`src/rtl/bexkat2_intseq.sv`:
```
// bexkat2_intseq: multi-cycle integer sequencer for the bexkat2 CPU.
// Multiply uses a radix-2 shift-add over operand magnitudes. Divide uses a
// restoring divider and is built only when BEXKAT2_INTDIV_EN is defined.
// Without that macro the divide codes behave like unused codes.
module bexkat2_intseq (
    input  logic        clk_i,
    input  logic        rst_n_i,
    input  logic        start_i,
    input  logic [3:0]  func_i,
    input  logic [31:0] in1_i,
    input  logic [31:0] in2_i,
    output logic        busy_o,
    output logic        done_o,
    output logic [31:0] out_o,
    output logic        div0_o
);
    localparam logic [3:0] F_MUL   = 4'd0;
    localparam logic [3:0] F_DIV   = 4'd1;
    localparam logic [3:0] F_MOD   = 4'd2;
    localparam logic [3:0] F_MULU  = 4'd3;
    localparam logic [3:0] F_DIVU  = 4'd4;
    localparam logic [3:0] F_MODU  = 4'd5;
    localparam logic [3:0] F_MULX  = 4'd6;
    localparam logic [3:0] F_MULUX = 4'd7;
    localparam logic [3:0] F_EXT   = 4'd8;
    localparam logic [3:0] F_EXTB  = 4'd9;
    localparam logic [3:0] F_COM   = 4'd10;
    localparam logic [3:0] F_NEG   = 4'd11;

`ifdef BEXKAT2_INTDIV_EN
    typedef enum logic [2:0] {S_IDLE = 3'd0, S_MULT = 3'd1, S_DIVD = 3'd2,
                              S_FIX = 3'd3, S_DONE = 3'd4} state_t;
`else
    typedef enum logic [2:0] {S_IDLE = 3'd0, S_MULT = 3'd1,
                              S_FIX = 3'd3, S_DONE = 3'd4} state_t;
`endif

    state_t      state_q, state_d;
    logic [3:0]  func_q, func_d;
    logic [63:0] acc_q, acc_d;      // multiply: {partial, multiplier}; divide: {remainder, quotient}
    logic [31:0] opb_q, opb_d;      // multiplicand or divisor magnitude
    logic [4:0]  cnt_q, cnt_d;
    logic        qneg_q, qneg_d;    // product / quotient must be negated
    logic [31:0] out_q, out_d;
    logic        div0_q, div0_d;
`ifdef BEXKAT2_INTDIV_EN
    logic        rneg_q, rneg_d;    // remainder must be negated
`endif

    function automatic logic [31:0] mag(input logic [31:0] v, input logic sgn);
        return (sgn && v[31]) ? -v : v;
    endfunction

    logic        sgn_mul;
    logic [32:0] mul_sum;
    logic [63:0] prod;
`ifdef BEXKAT2_INTDIV_EN
    logic        sgn_div;
    logic [32:0] div_shift;
    logic [32:0] div_diff;
    logic [31:0] quo;
    logic [31:0] rem;
`endif

    // Next-state, datapath step and result selection
    always_comb begin
        state_d = state_q;
        func_d  = func_q;
        acc_d   = acc_q;
        opb_d   = opb_q;
        cnt_d   = cnt_q;
        qneg_d  = qneg_q;
        out_d   = out_q;
        div0_d  = 1'b0;
        sgn_mul = (func_i == F_MUL) || (func_i == F_MULX);
        mul_sum = {1'b0, acc_q[63:32]} + (acc_q[0] ? {1'b0, opb_q} : 33'd0);
        prod    = qneg_q ? -acc_q : acc_q;
`ifdef BEXKAT2_INTDIV_EN
        rneg_d    = rneg_q;
        sgn_div   = (func_i == F_DIV) || (func_i == F_MOD);
        div_shift = {acc_q[63:32], acc_q[31]};
        div_diff  = div_shift - {1'b0, opb_q};
        quo       = qneg_q ? -acc_q[31:0] : acc_q[31:0];
        rem       = rneg_q ? -acc_q[63:32] : acc_q[63:32];
`endif
        case (state_q)
            S_IDLE: begin
                if (start_i) begin
                    func_d = func_i;
                    cnt_d  = 5'd0;
                    case (func_i)
                        F_MUL, F_MULU, F_MULX, F_MULUX: begin
                            opb_d   = mag(in1_i, sgn_mul);
                            acc_d   = {32'd0, mag(in2_i, sgn_mul)};
                            qneg_d  = sgn_mul & (in1_i[31] ^ in2_i[31]);
                            state_d = S_MULT;
                        end
`ifdef BEXKAT2_INTDIV_EN
                        F_DIV, F_MOD, F_DIVU, F_MODU: begin
                            if (in2_i == 32'd0) begin
                                out_d   = (func_i == F_DIV || func_i == F_DIVU) ? 32'hFFFF_FFFF : in1_i;
                                div0_d  = 1'b1;
                                state_d = S_DONE;
                            end else begin
                                opb_d   = mag(in2_i, sgn_div);
                                acc_d   = {32'd0, mag(in1_i, sgn_div)};
                                qneg_d  = sgn_div & (in1_i[31] ^ in2_i[31]);
                                rneg_d  = sgn_div & in1_i[31];
                                state_d = S_DIVD;
                            end
                        end
`endif
                        F_EXT: begin
                            out_d   = {{16{in1_i[15]}}, in1_i[15:0]};
                            state_d = S_DONE;
                        end
                        F_EXTB: begin
                            out_d   = {{24{in1_i[7]}}, in1_i[7:0]};
                            state_d = S_DONE;
                        end
                        F_COM: begin
                            out_d   = ~in1_i;
                            state_d = S_DONE;
                        end
                        F_NEG: begin
                            out_d   = -in1_i;
                            state_d = S_DONE;
                        end
                        default: begin
                            out_d   = 32'd0;
                            state_d = S_DONE;
                        end
                    endcase
                end
            end
            S_MULT: begin
                acc_d = {mul_sum, acc_q[31:1]};
                cnt_d = cnt_q + 5'd1;
                if (cnt_q == 5'd31) state_d = S_FIX;
            end
`ifdef BEXKAT2_INTDIV_EN
            S_DIVD: begin
                if (div_shift >= {1'b0, opb_q})
                    acc_d = {div_diff[31:0], acc_q[30:0], 1'b1};
                else
                    acc_d = {div_shift[31:0], acc_q[30:0], 1'b0};
                cnt_d = cnt_q + 5'd1;
                if (cnt_q == 5'd31) state_d = S_FIX;
            end
`endif
            S_FIX: begin
                case (func_q)
                    F_MULX, F_MULUX: out_d = prod[63:32];
`ifdef BEXKAT2_INTDIV_EN
                    F_DIV, F_DIVU:   out_d = quo;
                    F_MOD, F_MODU:   out_d = rem;
`endif
                    default:         out_d = prod[31:0];
                endcase
                state_d = S_DONE;
            end
            S_DONE: begin
                state_d = S_IDLE;
            end
            default: begin
                state_d = S_IDLE;
            end
        endcase
    end

    // State and datapath registers with synchronous active-low reset
    always_ff @(posedge clk_i) begin
        if (!rst_n_i) begin
            state_q <= S_IDLE;
            func_q  <= 4'd0;
            acc_q   <= 64'd0;
            opb_q   <= 32'd0;
            cnt_q   <= 5'd0;
            qneg_q  <= 1'b0;
            out_q   <= 32'd0;
            div0_q  <= 1'b0;
`ifdef BEXKAT2_INTDIV_EN
            rneg_q  <= 1'b0;
`endif
        end else begin
            state_q <= state_d;
            func_q  <= func_d;
            acc_q   <= acc_d;
            opb_q   <= opb_d;
            cnt_q   <= cnt_d;
            qneg_q  <= qneg_d;
            out_q   <= out_d;
            div0_q  <= div0_d;
`ifdef BEXKAT2_INTDIV_EN
            rneg_q  <= rneg_d;
`endif
        end
    end

    assign busy_o = (state_q == S_MULT) || (state_q == S_FIX)
`ifdef BEXKAT2_INTDIV_EN
                    || (state_q == S_DIVD)
`endif
                    ;
    assign done_o = (state_q == S_DONE);
    assign div0_o = div0_q;
    assign out_o  = out_q;
endmodule

```
`config.mk`:
```
export PLATFORM = sky130hd
export DESIGN_NAME = bexkat2_intseq
export DESIGN_NICKNAME = d
export VERILOG_FILES = /design/src/rtl/bexkat2_intseq.sv
export SDC_FILE = /design/constraint.sdc
export NUM_CORES = 1
export LEC_CHECK = 0
export CAP_MARGIN = 20
export CORE_AREA = 2 2 147 149
export DETAILED_ROUTE_END_ITERATION = 7
export DIE_AREA = 0 0 149 151
export PLACE_DENSITY_LB_ADDON = 0.25
export REMOVE_ABC_BUFFERS = 1
export SETUP_SLACK_MARGIN = 0.1
export SYNTH_ARGS = -nofsm -noshare
export SYNTH_HDL_FRONTEND = slang
export SYNTH_SLANG_ARGS = --single-unit
```
`constraint.sdc`:
```
create_clock -name clk_i -period 2.9 [get_ports clk_i]
set_input_delay 0.435 -clock clk_i [delete_from_list [all_inputs] [get_ports clk_i]]
set_output_delay 0.435 -clock clk_i [all_outputs]
set_load 0.1 [all_outputs]
```
# ---- After elaboration in Yosys (flattened, before gate mapping)
# Index checks and enable logic that the tools add are counted.
dict set report op_classes {
  n_bitwise 3
  n_reduce_logical 16
  shifts 0
  n_div 0
  mul 0
  n_mux 17
  addsub 5
  magnitude_cmp 0
  n_eq_ne 17
}
# cell n
set op_table {}
lappend op_table {{64-bit 2-to-1 mux} 3}
lappend op_table {{32-bit 2-to-1 mux} 5}
lappend op_table {{32-bit case mux with 5 select lines} 1}
lappend op_table {{64-bit case mux with 2 select lines} 1}
lappend op_table {{32-bit negator} 2}
lappend op_table {{64-bit negator} 1}
lappend op_table {{32-bit case mux with 2 select lines} 1}
lappend op_table {{32-bit by 32-bit adder with 33-bit output} 1}
lappend op_table {{32-bit NOT} 1}
lappend op_table {{4-bit by 3-bit equality test with 1-bit output (second input constant)} 4}
lappend op_table {{4-bit equality test (second input constant)} 4}
lappend op_table {{5-bit case mux with 2 select lines} 1}
lappend op_table {{3-bit 2-to-1 mux} 3}
lappend op_table {{3-bit case mux with 3 select lines} 1}
lappend op_table {{3-bit AND reduction} 3}
lappend op_table {{2-bit != test (second input constant)} 3}
lappend op_table {{2-bit AND reduction} 3}
lappend op_table {{5-bit by 1-bit adder with 5-bit output (second input constant)} 1}
lappend op_table {{5-bit equality test (second input constant)} 1}
lappend op_table {{5-bit 2-to-1 mux} 1}
lappend op_table {{4-bit by 2-bit equality test with 1-bit output (second input constant)} 1}
lappend op_table {{4-bit zero test} 1}
lappend op_table {{2-bit nonzero test} 2}
lappend op_table {{4-bit OR reduction} 1}
lappend op_table {{10 further kinds} 12}
dict set report totals {
  ram_bits 0
  mem_count 0
  rom_bits 0
  elab_cells 65
  latchBits 0
  in_bits 71
  out_inout_bits 35
  regBits 141
}

# ---- Logic depth before layout (Yosys ltp)
# Gate-level depths: netlist (run 1).
dict set report logic_depth {
  word_depth 7
  ltp_mapped 15
  mapped_depth_nobuf 13
}

# ---- Worst setup path before layout (run 1)
# OpenSTA, ideal clock, no wires.
dict set report synth_timing {
  path_type {flip-flop to flip-flop}
  startpoint {register state_q[0]}
  endpoint {register out_q[23] (netlist: out_o[23])}
  required_time_ns 2.776
  t_arrival_ns 3.254
  slack_ns -0.478
  path_stages_with_launch 10
  synth_period_minus_slack_ns 3.378
  setup_ns 0.124
  n_path_buf 1
  path_cell_list {dfxtp_1 nor2b_1 nand2_1 nand2b_1 clkbuf_1 nor2_1 nor2_1 o21ai_0 a221oi_1 a21oi_1}
}
dict set report synth_via {
  elab_chain_cells 3
  word_cells_on_any_way 7
  classes_between {3 x eq/ne; 1 x mux; 3 x reduce/logical}
}
# item line
set synth_lines {}
lappend synth_lines {{start: declaration} 38} ;# state_t state_q, state_d;
lappend synth_lines {{start signal: assignment} 186} ;# state_q <= state_d;
lappend synth_lines {{3-bit zero test or 3-bit by 2-bit equality test with 1-bit output (tied branches)} 86} ;# case (state_q)
lappend synth_lines {{2-bit != test (no source line) or 2-bit nonzero test (tied branches)} -}
lappend synth_lines {{3-bit AND reduction (no source line)} -}
lappend synth_lines {{end signal: assignment} 192} ;# out_q <= out_d;
lappend synth_lines {{end: declaration} 44} ;# logic [31:0] out_q, out_d;
# Parallel ways exist; a longest one is shown, timed or not.
# A chain may end at the register's enable or synchronous reset.

# ---- Worst setup path in the final report (run 1)
dict set report layout_timing {
  startpoint {register acc_q[33]}
  endpoint {register out_q[31] (netlist: out_o[31])}
}
dict set report layout_via {
  elab_chain_cells 4
}
# item line
set layout_lines {}
lappend layout_lines {{start: declaration} 40} ;# logic [63:0] acc_q, acc_d;
lappend layout_lines {{start signal: assignment} 176} ;# acc_q <= 64'd0;
lappend layout_lines {{start signal: assignment} 188} ;# acc_q <= acc_d;
lappend layout_lines {{64-bit negator} 77} ;# prod = qneg_q ? -acc_q : acc_q;
lappend layout_lines {{64-bit 2-to-1 mux} 77}
lappend layout_lines {{32-bit 2-to-1 mux} 152} ;# case (func_q)
lappend layout_lines {{32-bit case mux with 2 select lines} 86}
# Every way passes these cells.

==> qor.txt, run 1 <==
Hold_sp = in2_i[10]
Tcrit/Tclk final = 1.06
Routed vias = 12600
Worst R2R End = out_o[31]
Clock-pin slew on the worst setup and hold paths = 0.07 ns
Critical R2R Launch = acc_q[33]
Final WS setup = -0.169 ns
IO Port Bufs = 104
Vias/cell = 6.10
Final Hold Fails = 0
Seq/Total Area, Yosys = 0.257
N_diodes = 0
Setup WS pre-CTS = -0.413 ns
Hpwl dp = 30000 µm
Slew headroom = 0.594
Number of max-cap violations = 0
Top_reg_cell synth = dfxtp_1
Initial antenna violation count = 0
Pin count of the biggest net entering global routing = 64
Die Ht = 151 µm
Total wire length = 41100 µm
Finished Cell Area = 15400 µm²
Largest fanout on the critical path = 4
Hold WS = 0.450 ns
Worst Hold End = acc_q[10]
Fin nets = 1893
Most frequent cells in the layout = buf_4 (282), nand2_1 (152), dfxtp_1 (137)
Final Non-Filler Cells = 2072
Startpoint types = flip-flop
Worst-margin pin slew = 0.609 ns
Outcome = finished with violations
Clk Latency, worst-skew pair = 0.43 ns
Post-synthesis cell type count = 72
Synth warn = 0
Asr flop ratio synth = 0
Power Density = 390 nW/µm²
Die Width = 149 µm
Initial Utilization = 0.523
TritonRoute pass-1 iters = 6
Row count = 53
CP endpoint kind = flip-flop
Clock skew = 0.0115 ns
H-Tree Level Count = 4
Aggregate global routing overflow = 0
Syn Std Cell Area = 10900 µm²
Arrival time at the worst endpoint = 3.38 ns
Kind of critical path = flip-flop to flip-flop
Setup TNS = -0.775 ns
First-pass GRT wire length = 61100 µm
Ratio of cells with drive above 1 in the final layout = 0.284
Area post-placement = 13700 µm²
TritonCTS clock tree = done
Die ar. = 22500 µm²
Maximum clock rate = 0.326 GHz
DRC viols = 0
Post-synth EDFFs = 0
DR WL/cell = 19.9 µm
Hold Path Class = primary input to flip-flop
R2R depth = 10
Syn Inst Count = 1488
GRT Total Usage = 0.347
Antenna Violating Nets Remaining = 0
Vias in the first global route = 11600
Final setup viols = 12
Clock root buffer = clkbuf_16
Commonest non-fill, non-tap cell in the layout = buf_4
Min cycle time layout = 3.07 ns
Mean post-synth cell area = 7.32 µm²
Maximum vdd drop = 0.377 mV
Yosys reg bits = 140
Synth-to-Final Area Change = 41.7%
Failing checks = negative setup slack
Cell total after placement = 2017
WP data required = 3.21 ns
TritonCTS Buffers = 17
R2R Setup Slk = -0.17 ns
CTS sink cnt = 140
Final GP Congestion = 0.994
Count of cells along the worst hold path = 5
Max-slew violations = 0
IO Pins = 106
RSZ-0062 raised after global routing = yes
Bufs on Longest Clock Path = 2
Drt initial violations = 1206
Leak pwr = 6.06 nW
Core region area = 20800 µm²
synth_stat cells (all sizes together) (7+ instances only):
cell / instances / area (µm²)
o211ai: 11 / 82.6
nand3: 42 / 215
a31oi: 12 / 75.1
a21oi: 145 / 726
nor4: 16 / 125
nor2: 139 / 522
or3: 17 / 106
nand2: 163 / 612
buf: 13 / 70.1
nand4: 11 / 68.8
clkbuf: 83 / 312
dfxtp: 140 / 2800
a221oi: 9 / 78.8
and2: 38 / 238
ha: 37 / 463
o22ai: 29 / 181
nor3: 30 / 183
xnor2: 86 / 753
a21o: 13 / 97.6
and3: 13 / 81.3
nand2b: 16 / 100
o31ai: 20 / 150
nor2b: 7 / 43.8
xor2: 75 / 657
o41ai: 10 / 87.6
a211oi: 35 / 263
or2: 14 / 87.6
o21ai: 124 / 621
a22oi: 27 / 203
or4: 18 / 158
inv: 21 / 78.8
cell families after synthesis:
| family | Yosys count | share of synthesized area |
|---|---|---|
| flip-flops | 140 | 0.257 |
| other | 1 | 0.000344 |
| buffers and inverters | 117 | 0.0423 |
| adder cells (fa/ha/maj) | 38 | 0.0443 |
| XOR/XNOR | 161 | 0.129 |
| AND/OR/NAND/NOR | 544 | 0.248 |
| multiplexers | 8 | 0.00770 |
| AO/OA/AOI/OAI | 479 | 0.271 |
sequential cells by signal, summed over array words and instances (netlist names):
register / flops
opb_q: 32
state_q: 3
cnt_q: 5
qneg_q: 1
func_q: 3
out_o: 32
acc_q: 64
critical path: stages (launching register included):
cell      delay, ns
dfxtp_2        0.33
or4_4          0.55
nor4_4         0.24
buf_4          0.19
nand2_4        0.05
or3_4          0.39
or4_4          0.47
nor4_2         0.19
mux2_4         0.34
o21ai_2        0.11
o211ai_1       0.09
worst max path at each step:
stage / from / to
global placement: in1_i[1] / out_o[28]
CTS: acc_q[33] / out_o[31]
floorplan: state_q[1] / acc_q[63]
finish: acc_q[33] / out_o[31]
global route: acc_q[33] / out_o[31]
detailed placement: in1_i[15] / out_o[31]
metrics by stage:
step	total power, mW	utilization
2_1_floorplan	3.01	-
3_3_place_gp	3.69	0.658
3_5_place_dp	3.71	0.658
4_1_cts	5.90	0.707
5_1_grt	6.20	0.741
6_report	6.02	0.741
final cells by class:
type,instances,area [µm²]
clock buffer,17,425
clock inverter,15,144
fill,1607,5390
inverter,21,81.3
multi-input combinational,1231,8490
sequential,140,2810
tap,275,344
timing repair buffer,373,3140
routing by layer:
metal	GRT usage	up-vias	share of wire	wire length [µm]
met2	0.578	579	0.47	19400
met5	0	-	0	0
met3	0.0506	126	0.077	3180
met1	0.451	5944	0.41	16900
li1	-	6000	-	-
met4	0.141	0	0.040	1660
power by group:
group,switching (mW),internal (mW),leakage [nW]
logic,1.08,0.706,4.64
clock network,1.01,1.14,0.280
registers,0.0634,2.01,1.14
total,2.16,3.86,6.06
timing repair:
item / 4_1_cts / 5_1_grt
setup buffers: 8 / 16
endpoints found under the setup margin: 37 / 46
gates resized for setup: 85 / 133
pin swaps: 21 / 58
gates cloned: 1 / 1
hold buffers: 0 / 0
(Power assumes the default switching activity.)
==> run 2: changes to the inputs <==
--- a/config.mk
+++ b/config.mk
@@ -9,6 +9,7 @@
 export CORE_AREA = 2 2 147 149
 export DETAILED_ROUTE_END_ITERATION = 7
 export DIE_AREA = 0 0 149 151
+export GPL_TIMING_DRIVEN = 1
 export PLACE_DENSITY_LB_ADDON = 0.25
 export REMOVE_ABC_BUFFERS = 1
 export SETUP_SLACK_MARGIN = 0.1
==> results of run 2 <==
The final DEF is identical to that of run 1; final timing and power are the same.
==> run 3: changes to the inputs <==
--- a/config.mk
+++ b/config.mk
@@ -6,9 +6,9 @@
 export NUM_CORES = 1
 export LEC_CHECK = 0
 export CAP_MARGIN = 20
-export CORE_AREA = 2 2 147 149
+export CORE_AREA = 2 2 161 163
 export DETAILED_ROUTE_END_ITERATION = 7
-export DIE_AREA = 0 0 149 151
+export DIE_AREA = 0 0 163 165
 export GPL_TIMING_DRIVEN = 1
 export PLACE_DENSITY_LB_ADDON = 0.25
 export REMOVE_ABC_BUFFERS = 1
==> qor.txt, run 3 (synthesized netlist as in run 1, its figures left out) <==
Initial Utilization = 0.435
CP endpoint kind = flip-flop
Die ar. = 26900 µm²
Outcome = finished with violations
H-Tree Level Count = 4
Storage element area = 2810 µm²
Critical path's top delay family = simple AND/OR/NAND/NOR gates
TritonCTS Buffers = 17
DRC viols = 0
RSZ-0062 raised after global routing = yes
Worst-margin pin slew = 0.729 ns
Startpoint types = flip-flop
Kind of critical path = flip-flop to flip-flop
Core region area = 25000 µm²
Tcrit/Tclk final = 1.01
Vias in the first global route = 11600
Synth-to-Final Area Change = 39.2%
Total wire length = 40300 µm
DR WL/cell = 19.0 µm
Ratio of cells with drive above 1 in the final layout = 0.256
Bufs on Longest Clock Path = 2
Clock root buffer = clkbuf_16
Maximum clock rate = 0.340 GHz
Cell-internal power = 4.13 mW
Overall power = 6.29 mW
CP max stage cell = or4_4
CTS sink cnt = 140
Routed vias = 12400
Maximum vdd drop = 0.328 mV
Finished Cell Area = 15200 µm²
Hold_buf cts = 0
Comb power frac = 0.284
Clk Latency, worst-skew pair = 0.44 ns
Largest fanout on the critical path = 4
Setup TNS = -0.135 ns
CP max stage delay = 0.56 ns
GRT Total Usage = 0.298
IO Pins = 106
Area of the multi-input gates = 8200 µm²
Final WS setup = -0.0418 ns
N_diodes = 0
WP data required = 3.23 ns
Clock-pin slew on the worst setup and hold paths = 0.07 ns
Failing checks = negative setup slack
Commonest non-fill, non-tap cell in the layout = buf_4
Number of max-cap violations = 0
Crit path top cell by count = or4_4
Hpwl dp = 30700 µm
Drt initial violations = 1080
Slew headroom = 0.512
Antenna Violating Nets Remaining = 0
Final Hold Fails = 0
Switching power = 2.16 mW
TritonRoute pass-1 iters = 5
Power Density = 414 nW/µm²
Most frequent cells in the layout = buf_4 (290), nand2_1 (158), dfxtp_1 (137)
Pin count of the biggest net entering global routing = 55
Clock skew = 0.0214 ns
Crit-path cells = or4_4 -> nor4_4 -> buf_4 -> nand2_4 -> or3_4 -> or4_4 -> buf_6 -> o21ai_2 -> xor2_1 -> a2bb2oi_1 -> o21ai_1
# fillers = 2314
Arrival time at the worst endpoint = 3.27 ns
Row count = 58
Crit path buffers/inverters = 2
Vias/cell = 5.82
Max-slew violations = 0
Leak pwr = 6.00 nW
Initial antenna violation count = 0
Aggregate global routing overflow = 0
Most flop-heavy register = acc_q
Sw frac = 0.343
Fin nets = 1891
Min cycle time layout = 2.94 ns
Hold WS = 0.473 ns
Flop pwr share = 0.330
Die Width = 163 µm
Die Ht = 165 µm
IO Port Bufs = 104
First-pass GRT wire length = 62200 µm
Final GP Congestion = 0.937
Final setup viols = 4
Area post-placement = 13800 µm²
Largest register FFs = 64
Clock Power Share = 0.386
Hold Path Class = flip-flop to flip-flop
TritonCTS clock tree = done
-- run 3: changes by cell type in the layout (fill, tap and decap cells not counted), moves of 5 or more --
cell / delta
ha_1: +14
buf_4: +8
a21oi_1: +10
nor2_1: +8
a21oi_2: -9
nand2_1: +6
nor2_2: -5
ha_4: -9
buf_6: -7
ha_2: -5
o21ai_0: +7
-- run 3: layout make-up --
cell class	count	area share
clock buffers	18	0.0290
clock inverters	14	0.0130
inverters	21	0.00520
multi-input cells	1231	0.540
flip-flops and latches	140	0.185
well taps	330	0.0272
repair buffers	371	0.200
-- run 3: power by group through the flow --
stage / clock, mW / sequential (mW) / combinational (mW)
2_1_floorplan: 0 / 2.37 / 0.635
3_3_place_gp: 0 / 2.11 / 1.61
3_5_place_dp: 0 / 2.11 / 1.62
4_1_cts: 2.44 / 2.07 / 1.69
5_1_grt: 2.53 / 2.08 / 1.89
6_report: 2.43 / 2.07 / 1.78
-- run 3: metal layers --
layer,up-vias,part of all wire,track usage
met1,5759,0.43,0.393
met3,87,0.066,0.0334
met4,0,0.034,0.120
met5,-,0,0
li1,5995,-,-
met2,520,0.47,0.497
-- run 3: tightest hold or removal path: stages (launching register included) --
cell     delay [ns]
dfxtp_1        0.32
nand2_1        0.05
a21oi_1        0.06
-- run 3: final timing paths --
| check | slack (ns) | depth (start not counted) | startpoint | to |
|---|---|---|---|---|
| worst max-delay path | -0.04 | 11 | acc_q[33] | out_o[25] |
| worst min-delay path | 0.47 | 2 | func_q[3] | func_q[3] |
| worst max register to register | -0.04 | 11 | acc_q[33] | out_o[25] |
| worst min register to register | 0.47 | 2 | func_q[3] | func_q[3] |
-- run 3: what timing repair did --
item | 4_1_cts | 5_1_grt
buffers inserted | 10 | 4
endpoints found under the setup margin | 29 | 45
pin swaps | 24 | 28
hold endpoints to repair | 0 | 0
resized for setup | 77 | 65
-- run 3: through the flow --
stage / instances / setup slack, ns / util
final: 2125 / -0.0418 / 0.606
after global routing: 2125 / -0.186 / 0.606
after CTS: 2121 / -0.0516 / 0.594
after detailed placement: 2079 / -0.449 / 0.552
after global placement: 2079 / -0.378 / 0.552
after floorplan: 1392 / -4.53 / -
